**src/rtl/imem_loader_if.sv**
```systemverilog
// imem_loader_if: byte stream in, instruction-memory write port out
interface imem_loader_if;
  logic [7:0] rx_data;
  logic rx_valid;
  logic rx_ready;
  logic imem_we;
  logic [31:0] imem_waddr;
  logic [31:0] imem_wdata;
  modport master(input rx_data, rx_valid, output rx_ready, imem_we, imem_waddr, imem_wdata);
  modport slave(output rx_data, rx_valid, input rx_ready, imem_we, imem_waddr, imem_wdata);
endinterface

```
**src/rtl/imem_loader.sv**
```systemverilog
// imem_loader: boot-time byte-stream loader that writes instruction memory and gates core reset
module imem_loader #(
  parameter logic [31:0] BASE_ADDR = 32'h0000_0000,
  parameter int MAX_WORDS = 256
) (
  input logic clk,
  input logic reset,
  input logic start,
  imem_loader_if.master bus,
  output logic cpu_reset_hold,
  output logic busy,
  output logic done,
  output logic error
);
  localparam int IW = $clog2(MAX_WORDS);
  localparam logic [15:0] MAX_LEN = 16'(MAX_WORDS);
  typedef enum logic [2:0] {IDLE, LEN_LO, LEN_HI, DATA, WRITE, CHECK, DONE, ERROR} state_t;
  state_t state, state_nxt;
  logic [15:0] len;
  logic [15:0] len_in;
  logic [1:0] byte_idx;
  logic [IW-1:0] word_idx;
  logic [7:0] chk;
  logic [31:0] word;
  logic xfer;
  logic last;
  logic launch;
  assign xfer = bus.rx_valid & bus.rx_ready;
  assign last = 16'(word_idx) == len - 16'd1;
  assign launch = start & (state == IDLE | state == DONE | state == ERROR);
  assign len_in = {bus.rx_data, len[7:0]};
  assign bus.rx_ready = state inside {LEN_LO, LEN_HI, DATA, CHECK};
  assign bus.imem_we = state == WRITE;
  assign bus.imem_waddr = BASE_ADDR + 32'({word_idx, 2'b00});
  assign bus.imem_wdata = word;
  assign busy = state inside {LEN_LO, LEN_HI, DATA, WRITE, CHECK};
  assign done = state == DONE;
  assign error = state == ERROR;
  assign cpu_reset_hold = state != DONE;
  always_ff @(posedge clk) begin
    if (reset) state <= IDLE;
    else state <= state_nxt;
  end
  always_comb begin
    state_nxt = state;
    case (state)
      IDLE, DONE, ERROR: state_nxt = launch ? LEN_LO : state;
      LEN_LO: state_nxt = xfer ? LEN_HI : state;
      LEN_HI: state_nxt = !xfer ? state : (len_in == 16'd0 || len_in > MAX_LEN) ? ERROR : DATA;
      DATA: state_nxt = (xfer && byte_idx == 2'd3) ? WRITE : state;
      WRITE: state_nxt = last ? CHECK : DATA;
      CHECK: state_nxt = !xfer ? state : (bus.rx_data == chk) ? DONE : ERROR;
    endcase
  end
  always_ff @(posedge clk) begin
    if (reset) begin
      len <= '0;
      byte_idx <= '0;
      word_idx <= '0;
      chk <= '0;
      word <= '0;
    end else begin
      if (launch) begin
        byte_idx <= '0;
        word_idx <= '0;
        chk <= '0;
      end
      if (xfer && state == LEN_LO) len[7:0] <= bus.rx_data;
      if (xfer && state == LEN_HI) len[15:8] <= bus.rx_data;
      if (xfer && state == DATA) begin
        word[8*byte_idx +: 8] <= bus.rx_data;
        chk <= chk ^ bus.rx_data;
        byte_idx <= byte_idx + 2'd1;
      end
      if (state == WRITE && !last) word_idx <= word_idx + IW'(1);
    end
  end
endmodule

```
**src/flat_wrapper.sv**
```systemverilog
// flat-port wrapper written by rule: the top's interface ports become plain ports
module imem_loader_flat 
#(
  parameter logic [31:0] BASE_ADDR = 32'h0000_0000,
  parameter int MAX_WORDS = 256
)
  (clk, reset, start, cpu_reset_hold, busy, done, error, bus_rx_data, bus_rx_valid, bus_rx_ready, bus_imem_we, bus_imem_waddr, bus_imem_wdata);
  imem_loader_if bus_i ();
  input logic clk;
  input logic reset;
  input logic start;
  output logic cpu_reset_hold;
  output logic busy;
  output logic done;
  output logic error;
  input wire logic [$bits(bus_i.rx_data)-1:0] bus_rx_data;
  input wire logic [$bits(bus_i.rx_valid)-1:0] bus_rx_valid;
  output wire logic [$bits(bus_i.rx_ready)-1:0] bus_rx_ready;
  output wire logic [$bits(bus_i.imem_we)-1:0] bus_imem_we;
  output wire logic [$bits(bus_i.imem_waddr)-1:0] bus_imem_waddr;
  output wire logic [$bits(bus_i.imem_wdata)-1:0] bus_imem_wdata;
  assign bus_i.rx_data = bus_rx_data;
  assign bus_i.rx_valid = bus_rx_valid;
  assign bus_rx_ready = bus_i.rx_ready;
  assign bus_imem_we = bus_i.imem_we;
  assign bus_imem_waddr = bus_i.imem_waddr;
  assign bus_imem_wdata = bus_i.imem_wdata;
  imem_loader #(.BASE_ADDR(BASE_ADDR), .MAX_WORDS(MAX_WORDS)) u_core (.clk(clk), .reset(reset), .start(start), .bus(bus_i), .cpu_reset_hold(cpu_reset_hold), .busy(busy), .done(done), .error(error));
endmodule
```
**config.mk**
```make
export PLATFORM = sky130hd
export DESIGN_NAME = imem_loader_flat
export DESIGN_NICKNAME = d
export VERILOG_FILES = /design/src/rtl/imem_loader_if.sv /design/src/rtl/imem_loader.sv /design/src/flat_wrapper.sv
export SDC_FILE = /design/constraint.sdc
export NUM_CORES = 1
export LEC_CHECK = 0
export CAP_MARGIN = 15
export CORE_MARGIN = 10
export CORE_UTILIZATION = 25
export CTS_BUF_LIST = sky130_fd_sc_hd__clkbuf_8 sky130_fd_sc_hd__clkbuf_16
export CTS_CLUSTER_DIAMETER = 30
export CTS_CLUSTER_SIZE = 28
export DETAILED_ROUTE_END_ITERATION = 10
export DONT_BUFFER_PORTS = 1
export HOLD_SLACK_MARGIN = 0.08
export PLACE_DENSITY_LB_ADDON = 0.1
export SYNTH_ARGS = -nofsm -noshare
export SYNTH_HDL_FRONTEND = slang
export SYNTH_SLANG_ARGS = --single-unit
```
**constraint.sdc**
```tcl
create_clock -name clk -period 3.2 [get_ports clk]
set_input_delay 0.32 -clock clk [delete_from_list [all_inputs] [get_ports clk]]
set_output_delay 0.32 -clock clk [all_outputs]
set_load 0.02 [all_outputs]
```
==> metrics.csv, run 1 <==
stage,metric,value,unit
clock_network,clk_latency,340,ps
place,place_hpwl,7650,um
grt,grt_antenna_before_repair,0,
clock_network,cts_tree,done,
finish,area_growth,10.8,%
power_and_ir_drop,leakagePower,1.49,nW
die,start_util,25.5,%
finish,drive_above_1_share,7.38,%
clock_network,clock-sinks,69,
timing,slew_violations,0,
timing,rsz0062_at_grt,no,
synthesis,synth-edff-count,0,
route,wl_per_cell,17.0,um
clock_network,cts_buffers,9,
route,first_pass_iters,5,
worst_setup_path,start_kind,flop,
synthesis,synth_top_area_share,37.3,%
clock_network,cts-root-buf,clkbuf_16,
grt,grt_usage,11.2,%
clock_network,clkTransAtPathRegs,60,ps
finish,n_antenna_cell,0,
die,coreArea,0.0145,sq mm
worst_setup_path,cp_data_required_time,3420,ps
synthesis,yosysSeqAreaShare,37.3,%
synthesis,yosysTopAreaCell,dfxtp_1,
route,via_per_inst,4.86,
timing,finClkSkew,9.57,ps
grt,grt_max_degree,62,
timing,tightest_slew,929,ps
route,vias,3200,
die,die_w,142,um
timing,fmax,0.335,GHz
die,die_h,142,um
timing,slew_headroom,37.9,%
grt,grt_pass1_wl,17800,um
route,drt_iter0_drc,237,
clock_network,cts.path.max_buffers,2,
clock_network,htreeDepth,3,
die,pin_count,82,
synthesis,synth_flop_cell,dfxtp_1,
run_status,status,completed,
route,routed_wl,11200,um
timing,fin_crit_sh,93.3,%
clock_network,post-cts-setup-buffers,0,
timing,setup_viol,0,
die,core.rowCount,44,
route,drc_errors,0,
worst_setup_path,cp.arrival,3210,ps
synthesis,synth.area.top_cells,"dfxtp_1, a21oi_1, nand2_1, nand3_1, buf_4",
worst_setup_path,endpoint_kind,flop,
synthesis,synthDistinctLibCells,48,
finish,fin_nets,488,
route,postRouteAntennaNets,0,
synthesis,synth.avg_cell_area,7.69,sq um
die,dieArea,0.0201,sq mm
timing,min_period,2990,ps
power_and_ir_drop,power.density,552,mW/mm^2
worst_setup_path,critPathKind,reg2reg,
synthesis,syn_area,0.00371,sq mm
synthesis,async_flop_share,0,%
hold_path,min_path_type,in2reg,
worst_setup_path,worst-path-max-fanout,9,
place,port_buffers,0,
timing,tns,0,ps
synthesis,ys_ff_latch,69,
power_and_ir_drop,vdd_drop_max,0.209,mV
place,gp_congestion,0.758,
grt,grt_pass1_vias,3077,
finish,fin_util,28.3,%
grt,grt-ovfl-total,0,
timing,finalHoldViolCount,0,
run,drv_cap,0,
synthesis,yosysWarnings,0,
synthesis,synthCells,482,
## power by group
part | internal [W] | switching [W] | total (W)
combinational | 0.000102 | 0.000166 | 0.000268
sequential | 0.000873 | 0.0000341 | 0.000907
clock | 0.000685 | 0.000409 | 0.00109
## sequential cells by signal (all words and copies together) (netlist names)
name	count
u_core.bus.imem_wdata	32
u_core.len	16
u_core.word_idx	8
u_core.state	3
u_core.byte_idx	2
u_core.chk	8
## synth_stat cells, types with 7 or more instances
cell      instances
ha_1              7
xor2_1           10
nand3_1          38
nand2_1          77
nor3_1            9
mux2i_1          10
xnor2_1          10
nor2b_1           9
a21oi_1          59
clkbuf_1         27
inv_1             8
buf_4            24
o21ai_0          10
nor2_1           45
dfxtp_1          69
nor4_1           10
## critical path, cell delays in order, from the launching register on
cell      delay (ps)
dfxtp_1          450
inv_1             70
ha_1             280
or4b_2           620
nor4_1           210
a211oi_1          80
nor3_1           220
and4_1           490
nor3_4           110
a221o_1          340
## layout make-up
| type | instances | area [sq um] |
|---|---|---|
| Inverter | 8 | 30.0 |
| Sequential cell | 69 | 1380 |
| Timing Repair Buffer | 7 | 72.6 |
| Clock inverter | 7 | 95.1 |
| Clock buffer | 9 | 225 |
| Multi-Input combinational cell | 374 | 2070 |
| Tap cell | 184 | 230 |
| Fill cell | 1597 | 10400 |
## logic make-up after synthesis
family	synth area share (%)
AO/OA/AOI/OAI	14.3
XOR/XNOR	4.72
adder cells (fa/ha/maj)	2.36
buffers and inverters	9.15
flip-flops	37.3
multiplexers	3.00
other	0.101
AND/OR/NAND/NOR	29.1
## final timing paths
kind	startpoint	to	slack (ps)	depth (start not counted)
max	u_core.len[0]	u_core.word_idx[5]	210	9
min	bus_rx_data[6]	u_core.len[14]	120	2
max reg2reg	u_core.len[0]	u_core.word_idx[5]	210	9
min reg2reg	u_core.len[15]	u_core.len[15]	460	2
## placed cells by master, fill, tap and decap left out, types with 24 or more instances in the layout
cell type / instances
nand3_1: 38
nor2_1: 45
conb_1: 24
dfxtp_1: 69
a21oi_1: 59
nand2_1: 77
## through the flow
stage               hold slack, ps  instances  worst slack, ps  total power [W]  area [sq um]
floorplan                      437        505              693          0.00117          3790
global placement               407        641              282          0.00118          3760
detailed placement             411        641              220          0.00118          3760
CTS                            103        658              203          0.00230          4110
global route                  98.7        658             20.8          0.00238          4110
finish                         122        658              213          0.00227          4110
## metal layers
metal	vias to the layer above	global-route usage [%]	share of wire, %
met5	-	0	0
met4	0	4.36	1.4
met3	9	3.84	8.1
met2	87	17.6	48
met1	1510	13.7	43
li1	1594	-	-
## timing repair
action,CTS,global route
hold buffers,1,0
gates resized for setup,0,0
endpoints found under the hold margin,61,0
endpoints found under the setup margin,0,0
(Power assumes the default switching activity.)
==> run 2: changes to the inputs <==
--- a/config.mk
+++ b/config.mk
@@ -13,6 +13,7 @@
 export CTS_CLUSTER_SIZE = 28
 export DETAILED_ROUTE_END_ITERATION = 10
 export DONT_BUFFER_PORTS = 1
+export GPL_ROUTABILITY_DRIVEN = 1
 export HOLD_SLACK_MARGIN = 0.08
 export PLACE_DENSITY_LB_ADDON = 0.1
 export SYNTH_ARGS = -nofsm -noshare
==> results of run 2 <==
No change in the layout: final DEF, timing and power equal those of run 1.
==> edit 1, RTL diff (settings of run 1) <==
`MAX_WORDS` is set to 256 in 2 places; all go to 512.
--- a/src/rtl/imem_loader.sv
+++ b/src/rtl/imem_loader.sv
@@ -2,5 +2,5 @@
 module imem_loader #(
   parameter logic [31:0] BASE_ADDR = 32'h0000_0000,
-  parameter int MAX_WORDS = 256
+  parameter int MAX_WORDS = 512
 ) (
   input logic clk,
--- a/src/flat_wrapper.sv
+++ b/src/flat_wrapper.sv
@@ -3,5 +3,5 @@
 #(
   parameter logic [31:0] BASE_ADDR = 32'h0000_0000,
-  parameter int MAX_WORDS = 256
+  parameter int MAX_WORDS = 512
 )
   (clk, reset, start, cpu_reset_hold, busy, done, error, bus_rx_data, bus_rx_valid, bus_rx_ready, bus_imem_we, bus_imem_waddr, bus_imem_wdata);
Function: changed (a bounded check fails within 4 cycles, from zero or initial values and one cycle with reset high).
==> edit 1 against run 1 <==
Routed wire length up 6.1%. Worst setup slack better by 120 ps. Maximum frequency up 4.1%. Combinational power grew 12%. Worst hold slack worse by 8.9 ps. Cell area grew 3.9%. Synthesized area is 3.8% higher. Sequential cell count is 1 higher. Sequential power grew 2.9%. Total power is 3.8% higher. Critical endpoint is now u_core.word_idx[6]$_SDFFE_PP0P_.
==> edit 1: results <==
export IMPL_status="finished, final reports clean"
export IMPL_fin_skew_ps=5.55
export IMPL_rr_endpoint="u_core.word_idx[6]$_SDFFE_PP0P_"
export IMPL_grt_pass1_vias=3048
export IMPL_critPathArrivalTime_ps=3100
export IMPL_met2_wirelength_mm=5.54
export IMPL_hold_slack_ps=113
export IMPL_powerComb_uw=299
export IMPL_crit_family="compound AO/OA/AOI/OAI gates"
export IMPL_synth_compound_area_share_pct=16.1
export IMPL_fillers=1638
export IMPL_slowest_delay_ps=530
export IMPL_grt_usage_pct=11.2
export IMPL_synth_distinct_cells=57
export IMPL_min_from="bus_rx_data[3]"
export IMPL_first_iter_violations=166
export IMPL_synthAdderAreaFrac_pct=2.28
export IMPL_gp_congestion=0.798
export IMPL_placed_cell_area_um2=3900
export IMPL_synth_commonest_cells="nand2_1 (77), dfxtp_1 (70), a21oi_1 (62)"
export IMPL_min_period_ps=2870
export IMPL_ir_worst_vdd_v=0.000222
export IMPL_num_vias=3322
export IMPL_fin_cells=682
export IMPL_synthTopCellsByArea="dfxtp_1 (36%), a21oi_1 (8.1%), nand2_1 (7.5%), nand3_1 (5.3%), buf_4 (4.5%)"
export IMPL_met1_length_mm=5.26
export IMPL_layout_drive_gt1_share_pct=6.68
export IMPL_dp_final_hpwl_mm=8.07
export IMPL_clkPwrFrac_pct=47.7
export IMPL_intPower_uw=1710
export IMPL_wl_per_cell_um=17.4
export IMPL_use_met1_pct=13.8
export IMPL_synthXorXnorAreaFrac_pct=5.24
export IMPL_power_leakage_uw=0.00154
export IMPL_relSlewSlack_pct=29.9
export IMPL_nNetsFinal=508
export IMPL_wl_met3_um=872
==> edit 1: cell types whose count changed after synthesis, sizes merged, moves of 4 or more <==
cell	delta
o21ai	+6
nor2b	-4
mux2i	-4
or4	-4
==> edit 1: cells by family (layout without fill, tap and decap cells) <==
| group | after synthesis | after routing |
|---|---|---|
| compound gates | 104 | 104 |
| fa+ha+maj | 7 | 7 |
| buf+inv | 69 | 35 |
| simple gates | 225 | 225 |
| flops | 70 | 70 |
| xor+xnor | 23 | 23 |
| other cells | 1 | 23 |
| mux | 7 | 7 |
==> edit 1: layout make-up <==
cell class / instances / area (µm²) / area share (%)
clock buffers: 10 / 239 / 5.60
clock inverters: 6 / 93.8 / 2.20
inverters: 10 / 37.5 / 0.879
multi-input cells: 389 / 2170 / 50.9
flip-flops and latches: 70 / 1400 / 32.8
well taps: 188 / 235 / 5.51
repair buffers: 9 / 90.1 / 2.11
==> edit 2, RTL diff (flow settings as in run 1) <==
Made on the original files. Make the reset (`reset`) asynchronous in 2 clocked blocks.
--- a/src/rtl/imem_loader.sv
+++ b/src/rtl/imem_loader.sv
@@ -38,5 +38,5 @@
   assign error = state == ERROR;
   assign cpu_reset_hold = state != DONE;
-  always_ff @(posedge clk) begin
+  always_ff @(posedge clk or posedge reset) begin
     if (reset) state <= IDLE;
     else state <= state_nxt;
@@ -53,5 +53,5 @@
     endcase
   end
-  always_ff @(posedge clk) begin
+  always_ff @(posedge clk or posedge reset) begin
     if (reset) begin
       len <= '0;
Check against the original RTL: differs if reset is asserted again (counterexample within 4 cycles, from zero or initial values and one cycle with reset high); with reset held inactive, the same outputs for 10 cycles.
==> edit 2 against run 1 <==
Routed wire length shrank 3.1%. Sequential share of layout area increased by 6.6 points. Die area grew 1.6%. Sequential cell count is the same. Via count down 11%. Count of clock-buffer cells in the layout increased by 1. Synthesized area up 1.9%. Worst setup slack improved by 60 ps. Cell area is 4.5% higher. Non-clock buffer count increased by 8. First-iteration DRC count fell by 22%. Critical endpoint is now u_core.word_idx[5]$_DFFE_PP0P_. Highest routed layer unchanged.
Power is not compared: it rests on default switching activity, and its combinational part moved more than twofold at a synthesized area within 25%.
==> edit 2: results <==
export IMPL_inverters=11
export IMPL_vias_per_cell=4.63
export IMPL_dp_final_hpwl_mm=7.63
export IMPL_synth_distinct_cells=52
export IMPL_met1_length_mm=4.91
export IMPL_grtUsageMet3_pct=3.08
export IMPL_wl_met3_um=643
export IMPL_gp_congestion=0.815
export IMPL_synth_seq_area_share_pct=45.7
export IMPL_crit_fanout=13
export IMPL_bufAreaShareNonClock_pct=2.97
export IMPL_async_flop_share_pct=100
export IMPL_grt_max_degree=49
export IMPL_n_clock_buffer=10
export IMPL_slowest_delay_ps=540
export IMPL_met2_usage_pct=17.7
export IMPL_critPathSlowestCell="or4_4"
export IMPL_min_period_ps=2930
export IMPL_layout_drive_gt1_share_pct=12.8
export IMPL_wl_per_cell_um=17.7
export IMPL_nNetsFinal=444
export IMPL_grt_pass1_wl_mm=17.0
export IMPL_synthCells=423
export IMPL_relSlewSlack_pct=37.0
export IMPL_met2_wirelength_mm=5.05
export IMPL_critPathArrivalTime_ps=3150
export IMPL_r2r_cells=10
export IMPL_hold_slack_ps=112
export IMPL_r2r_setup_slack_ps=270
export IMPL_first_pass_iters=4
export IMPL_fin_skew_ps=6.01
export IMPL_seq_area_share_pct=40.2
export IMPL_status="finished, final reports clean"
[edit 2: logic make-up after synthesis]
logic type / count (synthesis) / synth area share (%)
XOR/XNOR: 19 / 4.41
AND/OR/NAND/NOR: 171 / 21.2
buffers and inverters: 58 / 8.38
AO/OA/AOI/OAI: 82 / 13.2
flip-flops: 69 / 45.7
adder cells (fa/ha/maj): 7 / 2.32
other: 1 / 0.0993
multiplexers: 16 / 4.74
[edit 2: path summary, 6_finish.rpt]
path | endpoint | start
worst max-delay path | u_core.word_idx[5]$_DFFE_PP0P_ | u_core.len[0]$_DFFE_PP0P_
worst min-delay path | u_core.bus.imem_wdata[13]$_DFFE_PP0P_ | bus_rx_data[5]
worst max register to register | u_core.word_idx[5]$_DFFE_PP0P_ | u_core.len[0]$_DFFE_PP0P_
worst min register to register | u_core.chk[0]$_DFFE_PP0P_ | u_core.chk[0]$_DFFE_PP0P_
max in group asynchronous | u_core.chk[7]$_DFFE_PP0P_ | reset
min in group asynchronous | u_core.bus.imem_wdata[15]$_DFFE_PP0P_ | reset
